**config.mk**
```make
export PLATFORM = sky130hd
export DESIGN_NAME = mem_bus_arbiter
export DESIGN_NICKNAME = d
export VERILOG_FILES = /design/src/rtl/mem_bus_arbiter.sv
export SDC_FILE = /design/constraint.sdc
export NUM_CORES = 1
export LEC_CHECK = 0
export ABC_AREA = 0
export ABC_CLOCK_PERIOD_IN_PS = 4980
export BUFFER_PORTS_ARGS = -buffer_cell sky130_fd_sc_hd__buf_2
export CORE_AREA = 2 2 117 119
export CTS_CLUSTER_SIZE = 40
export DETAILED_ROUTE_END_ITERATION = 7
export DIE_AREA = 0 0 119 121
export GPL_TIMING_DRIVEN = 1
export SYNTH_ARGS = -nofsm -noshare
export SYNTH_HDL_FRONTEND = slang
export SYNTH_SLANG_ARGS = --single-unit
export TNS_END_PERCENT = 30
```
**constraint.sdc**
```tcl
create_clock -name sys_clk -period 4.98 [get_ports sys_clk]
set_clock_uncertainty 0.1 [all_clocks]
set_input_delay 0.996 -clock sys_clk [delete_from_list [all_inputs] [get_ports sys_clk]]
set_output_delay 0.996 -clock sys_clk [all_outputs]
set_load 0.01 [all_outputs]
```
**src/rtl/mem_bus_arbiter.sv**
```systemverilog
// Two-master arbiter for a single-port memory: combinational grant, sticky for at most MAX_HOLD cycles under contention.
// Read data is registered, so rvalid follows a granted read by one cycle; a master that is not granted simply keeps req high.
module mem_bus_arbiter #(
   parameter int ADDR_WIDTH = 32,
   parameter int DATA_WIDTH = 32,
   parameter int MAX_HOLD   = 8
) (
   input  logic                  sys_clk,
   input  logic                  sys_rst,
   input  logic                  m0_req,
   input  logic                  m0_we,
   input  logic [ADDR_WIDTH-1:0] m0_addr,
   input  logic [DATA_WIDTH-1:0] m0_wdata,
   output logic                  m0_gnt,
   output logic [DATA_WIDTH-1:0] m0_rdata,
   output logic                  m0_rvalid,
   input  logic                  m1_req,
   input  logic                  m1_we,
   input  logic [ADDR_WIDTH-1:0] m1_addr,
   input  logic [DATA_WIDTH-1:0] m1_wdata,
   output logic                  m1_gnt,
   output logic [DATA_WIDTH-1:0] m1_rdata,
   output logic                  m1_rvalid,
   output logic                  mem_wr_en,
   output logic [ADDR_WIDTH-1:0] mem_addr,
   output logic [DATA_WIDTH-1:0] mem_data_in,
   input  logic [DATA_WIDTH-1:0] mem_data_out,
   output logic [1:0]            owner
);

   localparam int CW = $clog2(MAX_HOLD + 1);

   typedef enum logic [1:0] {
      OWN_IDLE = 2'b00,
      OWN_M0   = 2'b01,
      OWN_M1   = 2'b10
   } owner_t;

   typedef struct packed {
      logic                  we;
      logic [ADDR_WIDTH-1:0] addr;
      logic [DATA_WIDTH-1:0] wdata;
   } acc_t;

   owner_t          owner_q, owner_d;
   logic [CW-1:0]   hold_q, hold_d;
   logic            rv0_q, rv1_q;
   logic            gnt0, gnt1;
   acc_t            sel;
   logic            hold_full;

   assign hold_full = (hold_q >= CW'(MAX_HOLD));

   always_ff @(posedge sys_clk) begin
      if (sys_rst) begin
         owner_q <= OWN_IDLE;
         hold_q  <= '0;
      end else begin
         owner_q <= owner_d;
         hold_q  <= hold_d;
      end
   end

   always_comb begin
      gnt0    = 1'b0;
      gnt1    = 1'b0;
      owner_d = OWN_IDLE;
      hold_d  = '0;
      sel     = '0;
      if (!sys_rst) begin
         if (m0_req && !m1_req) begin
            gnt0 = 1'b1;
         end else if (m1_req && !m0_req) begin
            gnt1 = 1'b1;
         end else if (m0_req && m1_req) begin
            // Under contention the current owner keeps the bus until its hold budget runs out.
            case (owner_q)
               OWN_M0:  if (hold_full) gnt1 = 1'b1; else gnt0 = 1'b1;
               OWN_M1:  if (hold_full) gnt0 = 1'b1; else gnt1 = 1'b1;
               default: gnt0 = 1'b1;
            endcase
         end
      end

      if (gnt0) begin
         sel     = '{we: m0_we, addr: m0_addr, wdata: m0_wdata};
         owner_d = OWN_M0;
         hold_d  = (owner_q == OWN_M0) ? (hold_full ? hold_q : hold_q + CW'(1)) : CW'(1);
      end else if (gnt1) begin
         sel     = '{we: m1_we, addr: m1_addr, wdata: m1_wdata};
         owner_d = OWN_M1;
         hold_d  = (owner_q == OWN_M1) ? (hold_full ? hold_q : hold_q + CW'(1)) : CW'(1);
      end
   end

   always_ff @(posedge sys_clk) begin
      if (sys_rst) begin
         rv0_q    <= 1'b0;
         rv1_q    <= 1'b0;
         m0_rdata <= '0;
         m1_rdata <= '0;
      end else begin
         rv0_q <= gnt0 && !m0_we;
         rv1_q <= gnt1 && !m1_we;
         if (gnt0 && !m0_we) m0_rdata <= mem_data_out;
         if (gnt1 && !m1_we) m1_rdata <= mem_data_out;
      end
   end

   // A reset arriving while a read is in flight must swallow its rvalid pulse.
   assign m0_rvalid   = rv0_q && !sys_rst;
   assign m1_rvalid   = rv1_q && !sys_rst;
   assign m0_gnt      = gnt0;
   assign m1_gnt      = gnt1;
   assign mem_wr_en   = sel.we;
   assign mem_addr    = sel.addr;
   assign mem_data_in = sel.wdata;
   assign owner       = owner_q;

endmodule

```
; Word-level counts from Yosys, hierarchy flattened
; Cells that the tools add are included.
[word_totals]
ff_bits = 72
word_cells = 45
[classes]
add_sub_neg = 1
magnitude_cmp = 1
eq_ne = 2
mux = 21
n_reduce_logical = 13
[op_table]
columns = operator, n
row1 = 65-bit 2-to-1 mux, 2
row2 = 4-bit 2-to-1 mux, 5
row3 = 1-bit 2-to-1 mux, 11
row4 = 1-bit logical AND, 7
row5 = 1-bit logical NOT, 5
row6 = "4-bit by 1-bit adder with 4-bit output, second input constant", 1
row7 = "4-bit greater-or-equal comparator, second input constant", 1
row8 = 1-bit one-hot mux with 2 select lines, 2
row9 = "2-bit by 1-bit equality test with 1-bit output, second input constant", 1
row10 = "2-bit equality test, second input constant", 1
row11 = 2-bit 2-to-1 mux, 1
row12 = 2-bit OR reduction, 1

; Logic depth before layout (Yosys ltp)
; Gate-level depths: netlist of run 1.
[depth]
ltp_word = 9
ltp_mapped = 9

; Worst setup path before layout of run 1
; Ideal clock, no wire load.
[synth_timing]
path_type = input to output
from = in m0_req
to = out mem_wr_en
arrival_time_ps = 2115
t_required_ps = 3884
slack_ps = 1769
stages = 5
path_buffers = 2
path_cell_list = clkbuf_1 > o21ai_1 > buf_4 > nor2_1 > mux2i_1
[synth_lines]
columns = item, line
row1 = "start, declared", 10  ; input logic m0_req,
row2 = 1-bit logical AND or 1-bit logical NOT (tied branches), "75, 73"
row3 = 1-bit 2-to-1 mux or 1-bit logical AND (tied branches), "75, 73"
row4 = 1-bit 2-to-1 mux, 73  ; end else if (m1_req && !m0_req) begin
row5 = 1-bit 2-to-1 mux *, 71  ; if (m0_req && !m1_req) begin
row6 = 1-bit 2-to-1 mux *, 70  ; if (!sys_rst) begin
row7 = net m0_gnt, 14  ; output logic m0_gnt,
row8 = 65-bit 2-to-1 mux *, 85  ; if (gnt0) begin
row9 = "end, declared", 24  ; output logic mem_wr_en,
; The timed path passes the listed nets; every way through them passes the cells marked *.

; Final worst setup path of run 1
[layout_timing]
from = reg owner_q[0] (netlist: owner[0])
to = out mem_wr_en
[layout_via]
elab_chain_cells = 8
[layout_rtl]
columns = item, line
row1 = "start, declared", 45  ; owner_t owner_q, owner_d;
row2 = "start signal, assigned", 59  ; owner_q <= owner_d;
row3 = 2-bit equality test or 2-bit by 1-bit equality test with 1-bit output (tied branches), 77  ; case (owner_q)
row4 = 1-bit one-hot mux with 2 select lines, 77
row5 = 1-bit 2-to-1 mux, 75  ; end else if (m0_req && m1_req) begin
row6 = 1-bit 2-to-1 mux, 73
row7 = 1-bit 2-to-1 mux, 71
row8 = 1-bit 2-to-1 mux, 70
row9 = 65-bit 2-to-1 mux, 89  ; end else if (gnt1) begin
row10 = 65-bit 2-to-1 mux *, 85
; Mark *: on every way between the ends. The rest lies on a longest branch, timed or not.

==> results of run 1 <==
==> power by group <==
part           internal [µW]  switching [µW]  total, µW
combinational            124             189        312
sequential               597            10.4        608
clock                    355             219        573
==> Yosys cell counts (2+ instances only) <==
library cell and number:
a21oi_1 57, a21oi_2 10, a41oi_1 2, buf_1 2, buf_2 10, buf_4 8
buf_6 4, clkbuf_1 30, dfxtp_1 72, ha_1 4, inv_1 8, mux2i_1 3
nand2_1 154, nand2_2 9, nand2b_1 2, nand3_1 64, nor2_1 5, nor2b_1 3
o21ai_0 9, o21ai_1 88
==> worst register-to-register path, cell delays in order, from the launching register on <==
cell and delay (ns):
dfxtp_1 0.38, inv_1 0.06, ha_1 0.27, mux2i_1 0.31, a211o_2 0.66, clkinv_4 0.45, nand2_1 0.21, a21oi_1 0.09
==> flip-flops by register name (all words and copies together), names as in the netlist <==
name,count
m1_rdata,32
owner,2
hold_q,4
m0_rdata,32
rv0_q,1
rv1_q,1
==> worst paths after layout <==
kind                                   from  depth (start not counted)                         to  slack, ns
setup / recovery        owner[0]$_SDFF_PP0_                          8                  mem_wr_en       1.26
hold / removal    m1_rdata[20]$_SDFFE_PP0P_                          2  m1_rdata[20]$_SDFFE_PP0P_       0.35
setup reg to reg        owner[0]$_SDFF_PP0_                          7  m1_rdata[25]$_SDFFE_PP0P_       2.30
hold reg to reg   m1_rdata[20]$_SDFFE_PP0P_                          2  m1_rdata[20]$_SDFFE_PP0P_       0.35
==> cells by family (layout without fill, tap and decap cells) <==
| logic type | count (synthesis) | after routing | share of synthesized area |
|---|---|---|---|
| compound gates | 172 | 172 | 0.2430 |
| xor+xnor | 1 | 1 | 0.002290 |
| fa+ha+maj | 4 | 4 | 0.01309 |
| buf+inv | 63 | 326 | 0.08211 |
| flops | 72 | 72 | 0.3768 |
| mux | 4 | 4 | 0.01080 |
| other cells | 0 | 1 | 0 |
| simple gates | 242 | 242 | 0.2718 |
==> per-layer routing <==
metal  global-route usage  wire [µm]
met1               0.2973       7401
met2               0.3438       7765
met3              0.07237       1551
met4              0.05952        185
met5                    0         22
==> area by class of cell <==
cell class,instances,area share
flip-flops and latches,72,0.2570
diodes,1,0.0004461
repair buffers,304,0.2775
clock inverters,1,0.0008923
multi-input cells,423,0.3723
well taps,176,0.03926
inverters,9,0.006915
clock buffers,12,0.04573
==> stage by stage <==
stage                     instances  total power, µW  worst slack [ns]  utilization  area [µm²]
after floorplan                 558            777.1             1.769            -        3825
after global placement          984            932.4             1.385       0.4085        5345
after detailed placement        984            931.3             1.343       0.4085        5345
after CTS                       997             1508             1.277       0.4285        5607
after global routing            998             1556             1.094       0.4287        5609
final                           998             1493             1.259       0.4287        5609
==> results.py, run 1 <==
metrics = {
    "outcome": {
        "status": "finished, final reports clean",
    },
    "die": {
        "die_area_um2": 14400,
        "coreArea_um2": 13090,
        "fp-row-count": 42,
        "die_h_um": 121,
        "die_w_um": 119,
        "initial_core_util": 0.2923,
        "pin_count": 301,
    },
    "worst_setup_path": {
        "cp.required_ns": 3.88,
        "critical_path.endpoint_type": "primary output",
        "arrival_ns": 2.62,
        "critPathLaunchType": "register",
        "worstSetupPathType": "reg2out",
        "crit_family": "buffers and inverters",
        "cp_cell_sequence": "inv_1 > ha_1 > nand2b_1 > o21ai_4 > buf_4 > nor2_1 > mux2i_1 > buf_2",
        "cp_num_buf_inv": 3,
        "cpPeakStageDelay_ns": 0.55,
        "path_max_fanout": 70,
        "slowest_stage": "buf_4",
    },
    "synth": {
        "synth_warnings": 0,
        "synthCells": 558,
        "avgSynthCellArea_um2": 6.855,
        "synth_nets": 728,
        "synthFlopType": "dfxtp_1",
        "synth_area_leaders": "dfxtp_1, nand2_1, o21ai_1, nand3_1, a21oi_1",
        "async_reset_ff_frac": 0,
        "yosysTopAreaCellShare": 0.3768,
        "synth.distinct_cells": 34,
        "synth_top_area_cell": "dfxtp_1",
        "ys_ff_latch": 72,
        "synth_edf_count": 0,
        "ys_seq_area_frac": 0.3768,
        "syn_area_um2": 3825,
    },
    "layout": {
        "drive_gt1_frac": 0.4141,
        "nets": 989,
        "layout_common_cells": "buf_2, nand2_1, o21ai_1, dfxtp_1, nand3_1",
        "n_fill_cell": 1434,
        "layout.cells.most_common": "buf_2",
        "regArea_um2": 1441,
        "syn_to_final_growth_pct": 46.65,
        "multi_input_area_um2": 2088,
    },
    "clock_tree": {
        "clk_pin_slew_worst_paths_ns": 0.05,
        "cts_tree": "built",
        "cts_max_path_buffers": 2,
        "post_cts_resized": 0,
        "cts_made_buffers": 9,
        "insertion_delay_ns": 0.32,
        "holdBufCountCts": 0,
        "post_cts_buffers": 0,
        "h-tree-depth": 3,
        "numClockSinks": 72,
        "cts-root-buf": "clkbuf_16",
    },
    "grt": {
        "grt-ovfl-total": 0,
        "antenna_found_initial": 3,
        "grt_pass1_vias": 4378,
        "grt_max_degree": 95,
        "grt_first_pass_wirelength_um": 24930,
        "grt_usage": 0.2221,
    },
    "sta": {
        "finalMaxSlewViolations": 0,
        "maxSlewHeadroom": 0.2590,
        "period_needed_ns": 3.721,
        "clock.fmax_mhz": 268.8,
        "setup_viol": 0,
        "whs_ns": 0.3505,
        "fin_crit_sh": 0.7471,
        "fin_setup_tns_ns": 0,
        "hold_violations": 0,
        "worstMarginPinSlew_ns": 1.111,
        "rsz0062_at_grt": "false",
    },
    "placed_design": {
        "hpwl_um": 12570,
        "gp_congestion": 0.8928,
        "io_buffers": 300,
    },
    "flow_run": {
        "max_cap_viol_count": 0,
    },
    "routing": {
        "wirelength_um": 16930,
        "drc": 0,
        "via_per_inst": 4.855,
        "wl_per_cell_um": 16.96,
        "drtIter0Drc": 397,
        "vias": 4845,
        "route.antenna.remaining_nets": 0,
        "drt_first_pass_iters": 5,
    },
    "pwr": {
        "p_leak_uw": 0.002683,
        "powerDensity_nw_per_um2": 266.3,
        "peakVddDrop_mv": 0.2102,
    },
    "worst_hold_path": {
        "holdCritPathClass": "reg2reg",
    },
}
(Power assumes the default switching activity.)
==> run 2: changes to the inputs <==
--- a/config.mk
+++ b/config.mk
@@ -6,7 +6,7 @@
 export NUM_CORES = 1
 export LEC_CHECK = 0
 export ABC_AREA = 0
-export ABC_CLOCK_PERIOD_IN_PS = 4980
+export ABC_CLOCK_PERIOD_IN_PS = 3700
 export BUFFER_PORTS_ARGS = -buffer_cell sky130_fd_sc_hd__buf_2
 export CORE_AREA = 2 2 117 119
 export CTS_CLUSTER_SIZE = 40
==> constraint.sdc (replaced) <==
create_clock -name sys_clk -period 3.7 [get_ports sys_clk]
set_clock_uncertainty 0.1 [all_clocks]
set_input_delay 0.74 -clock sys_clk [delete_from_list [all_inputs] [get_ports sys_clk]]
set_output_delay 0.74 -clock sys_clk [all_outputs]
set_load 0.01 [all_outputs]
==> run 2 against run 1 <==
Net effect:
- worst hold slack gained 0.0011 ns
- total power rose by 45%
- die area stayed put
==> results.py, run 2 (synthesis gave the netlist of run 1 again) <==
metrics = {
    "pwr": {
        "peakVddDrop_mv": 0.2985,
        "p_leak_uw": 0.002745,
        "power_uw": 2164,
        "powerDensity_nw_per_um2": 377.8,
    },
    "sta": {
        "hold_violations": 0,
        "fin_crit_sh": 0.9075,
        "setup_viol": 0,
        "clock.fmax_mhz": 297.8,
        "rsz0062_at_grt": "false",
        "setup_slack_ns": 0.3422,
        "finalMaxSlewViolations": 0,
        "maxSlewHeadroom": 0.4890,
        "worstMarginPinSlew_ns": 0.7665,
        "period_needed_ns": 3.358,
        "fin_setup_tns_ns": 0,
    },
    "clock_tree": {
        "clk_pin_slew_worst_paths_ns": 0.06,
        "holdBufCountCts": 0,
        "h-tree-depth": 3,
        "cts_made_buffers": 9,
        "insertion_delay_ns": 0.33,
        "cts_max_path_buffers": 2,
        "post_cts_resized": 0,
        "post_cts_buffers": 0,
        "cts_tree": "built",
        "cts-root-buf": "clkbuf_16",
        "numClockSinks": 72,
    },
    "worst_setup_path": {
        "cp.required_ns": 2.86,
        "critical_path.endpoint_type": "primary output",
        "cpPeakStageDelay_ns": 0.52,
        "slowest_stage": "buf_4",
        "path_max_fanout": 61,
        "worstSetupPathType": "reg2out",
        "arrival_ns": 2.52,
        "cp_cell_sequence": "inv_1 > ha_1 > mux2_2 > o21ai_4 > buf_4 > nand3_1 > o21ai_1 > buf_2",
        "critPathLaunchType": "register",
    },
    "routing": {
        "via_per_inst": 4.770,
        "drtIter0Drc": 297,
        "vias": 4808,
        "drc": 0,
        "wl_per_cell_um": 16.67,
        "wirelength_um": 16800,
        "drt_first_pass_iters": 5,
        "route.antenna.remaining_nets": 0,
    },
    "outcome": {
        "status": "finished, final reports clean",
    },
    "die": {
        "die_w_um": 119,
        "coreArea_um2": 13090,
        "pin_count": 301,
        "die_area_um2": 14400,
        "initial_core_util": 0.2923,
        "fp-row-count": 42,
        "die_h_um": 121,
    },
    "grt": {
        "grt-ovfl-total": 0,
        "grt_pass1_vias": 4348,
        "grt_usage": 0.2207,
        "grt_max_degree": 69,
        "grt_first_pass_wirelength_um": 24700,
        "antenna_found_initial": 3,
    },
    "layout": {
        "layout_common_cells": "buf_2, nand2_1, o21ai_1, dfxtp_1, nand3_1",
        "n_fill_cell": 1430,
        "largestRegisters": "m0_rdata x32, m1_rdata x32, hold_q x4",
        "syn_to_final_growth_pct": 49.75,
        "nets": 996,
        "regArea_um2": 1441,
        "layout.cells.most_common": "buf_2",
        "stdcell_count": 1008,
        "multi_input_area_um2": 2088,
        "drive_gt1_frac": 0.4188,
    },
    "flow_run": {
        "max_cap_viol_count": 0,
    },
    "worst_hold_path": {
        "holdCritPathClass": "reg2reg",
    },
    "placed_design": {
        "hpwl_um": 12750,
        "io_buffers": 300,
        "place_ws_ns": 0.6427,
        "post-place-cells": 991,
        "gp_congestion": 0.9165,
    },
}
[run 2: cell count changes in the layout (fill, tap and decap cells not counted), sizes merged]
cell    before  now
bufinv       0    2
clkbuf      12   13
buf        304  311
[run 2: worst max-delay path: cells and delay by family (launching register included)]
family                   cells  cell delay [ns]
AND/OR/NAND/NOR              1             0.15
flip-flops                   1             0.35
multiplexers                 1             0.33
adder cells (fa/ha/maj)      1             0.27
AO/OA/AOI/OAI                2             0.34
buffers and inverters        3             0.74
[run 2: area by class of cell]
class / count / area share
clock buffer: 13 / 0.04369
timing repair buffer: 311 / 0.2831
multi-input combinational: 423 / 0.3646
antenna: 1 / 0.0004369
clock inverter: 3 / 0.01136
sequential: 72 / 0.2516
inverter: 9 / 0.006772
tap: 176 / 0.03844
[run 2: path summary, 6_finish.rpt]
kind | from | end | slack [ns] | cells past startpoint
worst max-delay path | owner[0]$_SDFF_PP0_ | mem_addr[15] | 0.34 | 8
worst min-delay path | m1_rdata[20]$_SDFFE_PP0P_ | m1_rdata[20]$_SDFFE_PP0P_ | 0.35 | 2
worst max register to register | owner[0]$_SDFF_PP0_ | m1_rdata[24]$_SDFFE_PP0P_ | 1.11 | 7
worst min register to register | m1_rdata[20]$_SDFFE_PP0P_ | m1_rdata[20]$_SDFFE_PP0P_ | 0.35 | 2
[run 2: metal layers]
metal / GRT usage / vias up / share of wire
met5: 0 / - / 0.0017
met4: 0.05655 / 4 / 0.015
met3: 0.07237 / 22 / 0.087
met2: 0.3477 / 193 / 0.46
met1: 0.2908 / 2172 / 0.44
li1: - / 2417 / -
[run 2: power breakdown]
part | switching, µW | internal, µW
registers | 13.7 | 804
logic | 252 | 172
clock network | 314 | 608
[run 2: metrics by stage]
step	instance area, µm²	hold slack, ns	util
after floorplan	3825	0.3805	-
after global placement	5410	0.3399	0.4135
after detailed placement	5410	0.3457	0.4135
after CTS	5725	0.3534	0.4376
after global routing	5728	0.3696	0.4378
final	5728	0.3516	0.4378
==> run 3: changes to the inputs <==
--- a/config.mk
+++ b/config.mk
@@ -5,7 +5,7 @@
 export SDC_FILE = /design/constraint.sdc
 export NUM_CORES = 1
 export LEC_CHECK = 0
-export ABC_AREA = 0
+export ABC_AREA = 1
 export ABC_CLOCK_PERIOD_IN_PS = 3700
 export BUFFER_PORTS_ARGS = -buffer_cell sky130_fd_sc_hd__buf_2
 export CORE_AREA = 2 2 117 119
==> run 3 against run 2 <==
Net effect:
- synthesized area is 6.0% higher
- sequential share of layout area decreased by 0.61 points
- setup slack worse by 0.061 ns
- total power shrank 5.9%
- via count increased by 3.3%
- synthesized cell count up 25%
- non-clock buffer count down 3
- core utilization is 1.1 points higher
- critical path type unchanged
==> results.py, run 3 <==
metrics = {
    "outcome": {
        "status": "finished, final reports clean",
    },
    "synth": {
        "yosys-top-cells-count": "nand2_1, nor2_1, inv_1, nand3_1, dfxtp_1",
        "synth_top_area_cell": "dfxtp_1",
        "ys_ff_latch": 72,
        "ys_seq_area_frac": 0.3556,
        "synthFlopType": "dfxtp_1",
        "yosysMostFrequentCell": "nand2_1",
        "synth_warnings": 0,
        "yosysTopAreaCellShare": 0.3556,
        "synth_edf_count": 0,
        "avgSynthCellArea_um2": 5.825,
        "synthCells": 696,
        "synth_nets": 866,
        "synth_area_leaders": "dfxtp_1, nand2_1, nor2_1, nand3_1, inv_1",
        "async_reset_ff_frac": 0,
        "synth.distinct_cells": 22,
        "syn_area_um2": 4054,
    },
    "placed_design": {
        "io_buffers": 300,
        "hpwl_um": 11980,
        "place_area_um2": 5598,
        "gp_congestion": 0.8464,
    },
    "die": {
        "die_w_um": 119,
        "fp-row-count": 42,
        "initial_core_util": 0.3098,
        "die_h_um": 121,
        "die_area_um2": 14400,
        "coreArea_um2": 13090,
        "pin_count": 301,
    },
    "grt": {
        "grt_first_pass_wirelength_um": 23870,
        "grt_max_degree": 69,
        "grt-ovfl-total": 0,
        "grt_pass1_vias": 4572,
        "antenna_found_initial": 1,
        "grt_usage": 0.2099,
    },
    "layout": {
        "design_area_um2": 5869,
        "antenna_cells": 0,
        "nets": 1143,
        "regArea_um2": 1441,
        "layout.cells.most_common": "nand2_1",
        "drive_gt1_frac": 0.3384,
        "multi_input_area_um2": 2054,
        "largestRegisters": "m0_rdata x32, m1_rdata x32, hold_q x4",
        "syn_to_final_growth_pct": 44.78,
        "layout_common_cells": "nand2_1, buf_2, nor2_1, inv_1",
        "n_fill_cell": 1463,
    },
    "routing": {
        "wl_per_cell_um": 13.55,
        "drc": 0,
        "via_per_inst": 4.302,
        "route.antenna.remaining_nets": 0,
        "drt_first_pass_iters": 5,
        "drtIter0Drc": 205,
        "wirelength_um": 15640,
        "vias": 4965,
    },
    "clock_tree": {
        "cts-root-buf": "clkbuf_16",
        "clk_pin_slew_worst_paths_ns": 0.06,
        "h-tree-depth": 3,
        "cts_made_buffers": 9,
        "post_cts_buffers": 0,
        "numClockSinks": 72,
        "cts_max_path_buffers": 2,
        "cts_tree": "built",
        "post_cts_resized": 0,
        "insertion_delay_ns": 0.32,
        "holdBufCountCts": 0,
    },
    "worst_setup_path": {
        "crit_family": "buffers and inverters",
        "cp.required_ns": 2.86,
        "cpMostUsedCell": "nand2_1",
        "cpPeakStageDelay_ns": 0.69,
        "worstSetupPathType": "reg2out",
        "slowest_stage": "inv_2",
        "critical_path.endpoint_type": "primary output",
        "cp_num_buf_inv": 4,
        "path_max_fanout": 56,
        "cp_cell_sequence": "inv_1 > ha_1 > nor2_1 > nand3_2 > nand3_4 > inv_2 > buf_4 > nand2_1 > nand2_1 > buf_2",
        "arrival_ns": 2.58,
        "critPathLaunchType": "register",
    },
    "sta": {
        "fin_setup_tns_ns": 0,
        "rsz0062_at_grt": "false",
        "hold_violations": 0,
        "maxSlewHeadroom": 0.3814,
        "worstMarginPinSlew_ns": 0.9266,
        "whs_ns": 0.4060,
        "clock.fmax_mhz": 292.5,
        "finalMaxSlewViolations": 0,
        "fin_crit_sh": 0.9240,
        "period_needed_ns": 3.419,
        "setup_viol": 0,
    },
    "pwr": {
        "power_uw": 2037,
        "p_leak_uw": 0.003688,
        "peakVddDrop_mv": 0.2093,
        "powerDensity_nw_per_um2": 347.1,
    },
    "flow_run": {
        "max_cap_viol_count": 0,
    },
    "worst_hold_path": {
        "holdCritPathClass": "reg2reg",
    },
}
[run 3: cell types whose count changed in the layout (fill, tap and decap cells not counted), moves of 3 or more]
cell | before | now
nand2_1 | 154 | 308
nand2_2 | 9 | 1
o21ai_1 | 87 | 0
nor2b_1 | 3 | 0
o21ai_0 | 9 | 1
mux2i_1 | 3 | 0
a21oi_1 | 57 | 0
nor2_1 | 5 | 106
nand3_1 | 64 | 72
a21oi_2 | 9 | 0
inv_1 | 7 | 79
[run 3: worst min-delay path: cells and delay by family (launching register included)]
kind | cells | cell delay [ns]
simple gates | 3 | 0.12
buf+inv | 1 | 0.04
flops | 1 | 0.30
[run 3: area by class of cell]
| cell class | instances | share of cell area |
|---|---|---|
| multi-input combinational | 500 | 0.3500 |
| clock inverter | 6 | 0.007248 |
| tap | 176 | 0.03752 |
| inverter | 82 | 0.05244 |
| clock buffer | 10 | 0.03901 |
| sequential | 72 | 0.2456 |
| timing repair buffer | 308 | 0.2682 |
[run 3: cells by family (layout without fill, tap and decap cells)]
| kind of cell | Yosys count | in the layout | synth area share |
|---|---|---|---|
| buffers and inverters | 124 | 406 | 0.1392 |
| AND/OR/NAND/NOR | 493 | 493 | 0.4877 |
| XOR/XNOR | 1 | 1 | 0.002161 |
| AO/OA/AOI/OAI | 2 | 2 | 0.003086 |
| flip-flops | 72 | 72 | 0.3556 |
| adder cells (fa/ha/maj) | 4 | 4 | 0.01235 |
[run 3: where the power goes]
part	switching [µW]	internal [µW]
combinational	245	168
clock	339	456
sequential	17.4	812
[run 3: stage by stage]
stage               setup WS [ns]  cells    util
finish                     0.2813   1154  0.4486
global route             0.006808   1154  0.4486
CTS                        0.2719   1154  0.4486
detailed placement         0.3932   1138  0.4278
global placement           0.3985   1138  0.4278
floorplan                   1.212    696       -
[run 3: layer usage]
| metal | share of wire | global-route usage |
|---|---|---|
| met2 | 0.47 | 0.3552 |
| met3 | 0.081 | 0.06391 |
| met4 | 0.018 | 0.05952 |
| met5 | 0.00083 | 0 |
| met1 | 0.43 | 0.2578 |
[run 3: path summary, 6_finish.rpt]
path                                  from                        to  slack (ns)  depth (start not counted)
setup / recovery       owner[0]$_SDFF_PP0_              mem_addr[14]        0.28                         10
hold / removal    m1_rdata[2]$_SDFFE_PP0P_  m1_rdata[2]$_SDFFE_PP0P_        0.41                          4
setup reg to reg       owner[0]$_SDFF_PP0_      hold_q[1]$_SDFF_PP0_        1.69                          8
hold reg to reg   m1_rdata[2]$_SDFFE_PP0P_  m1_rdata[2]$_SDFFE_PP0P_        0.41                          4
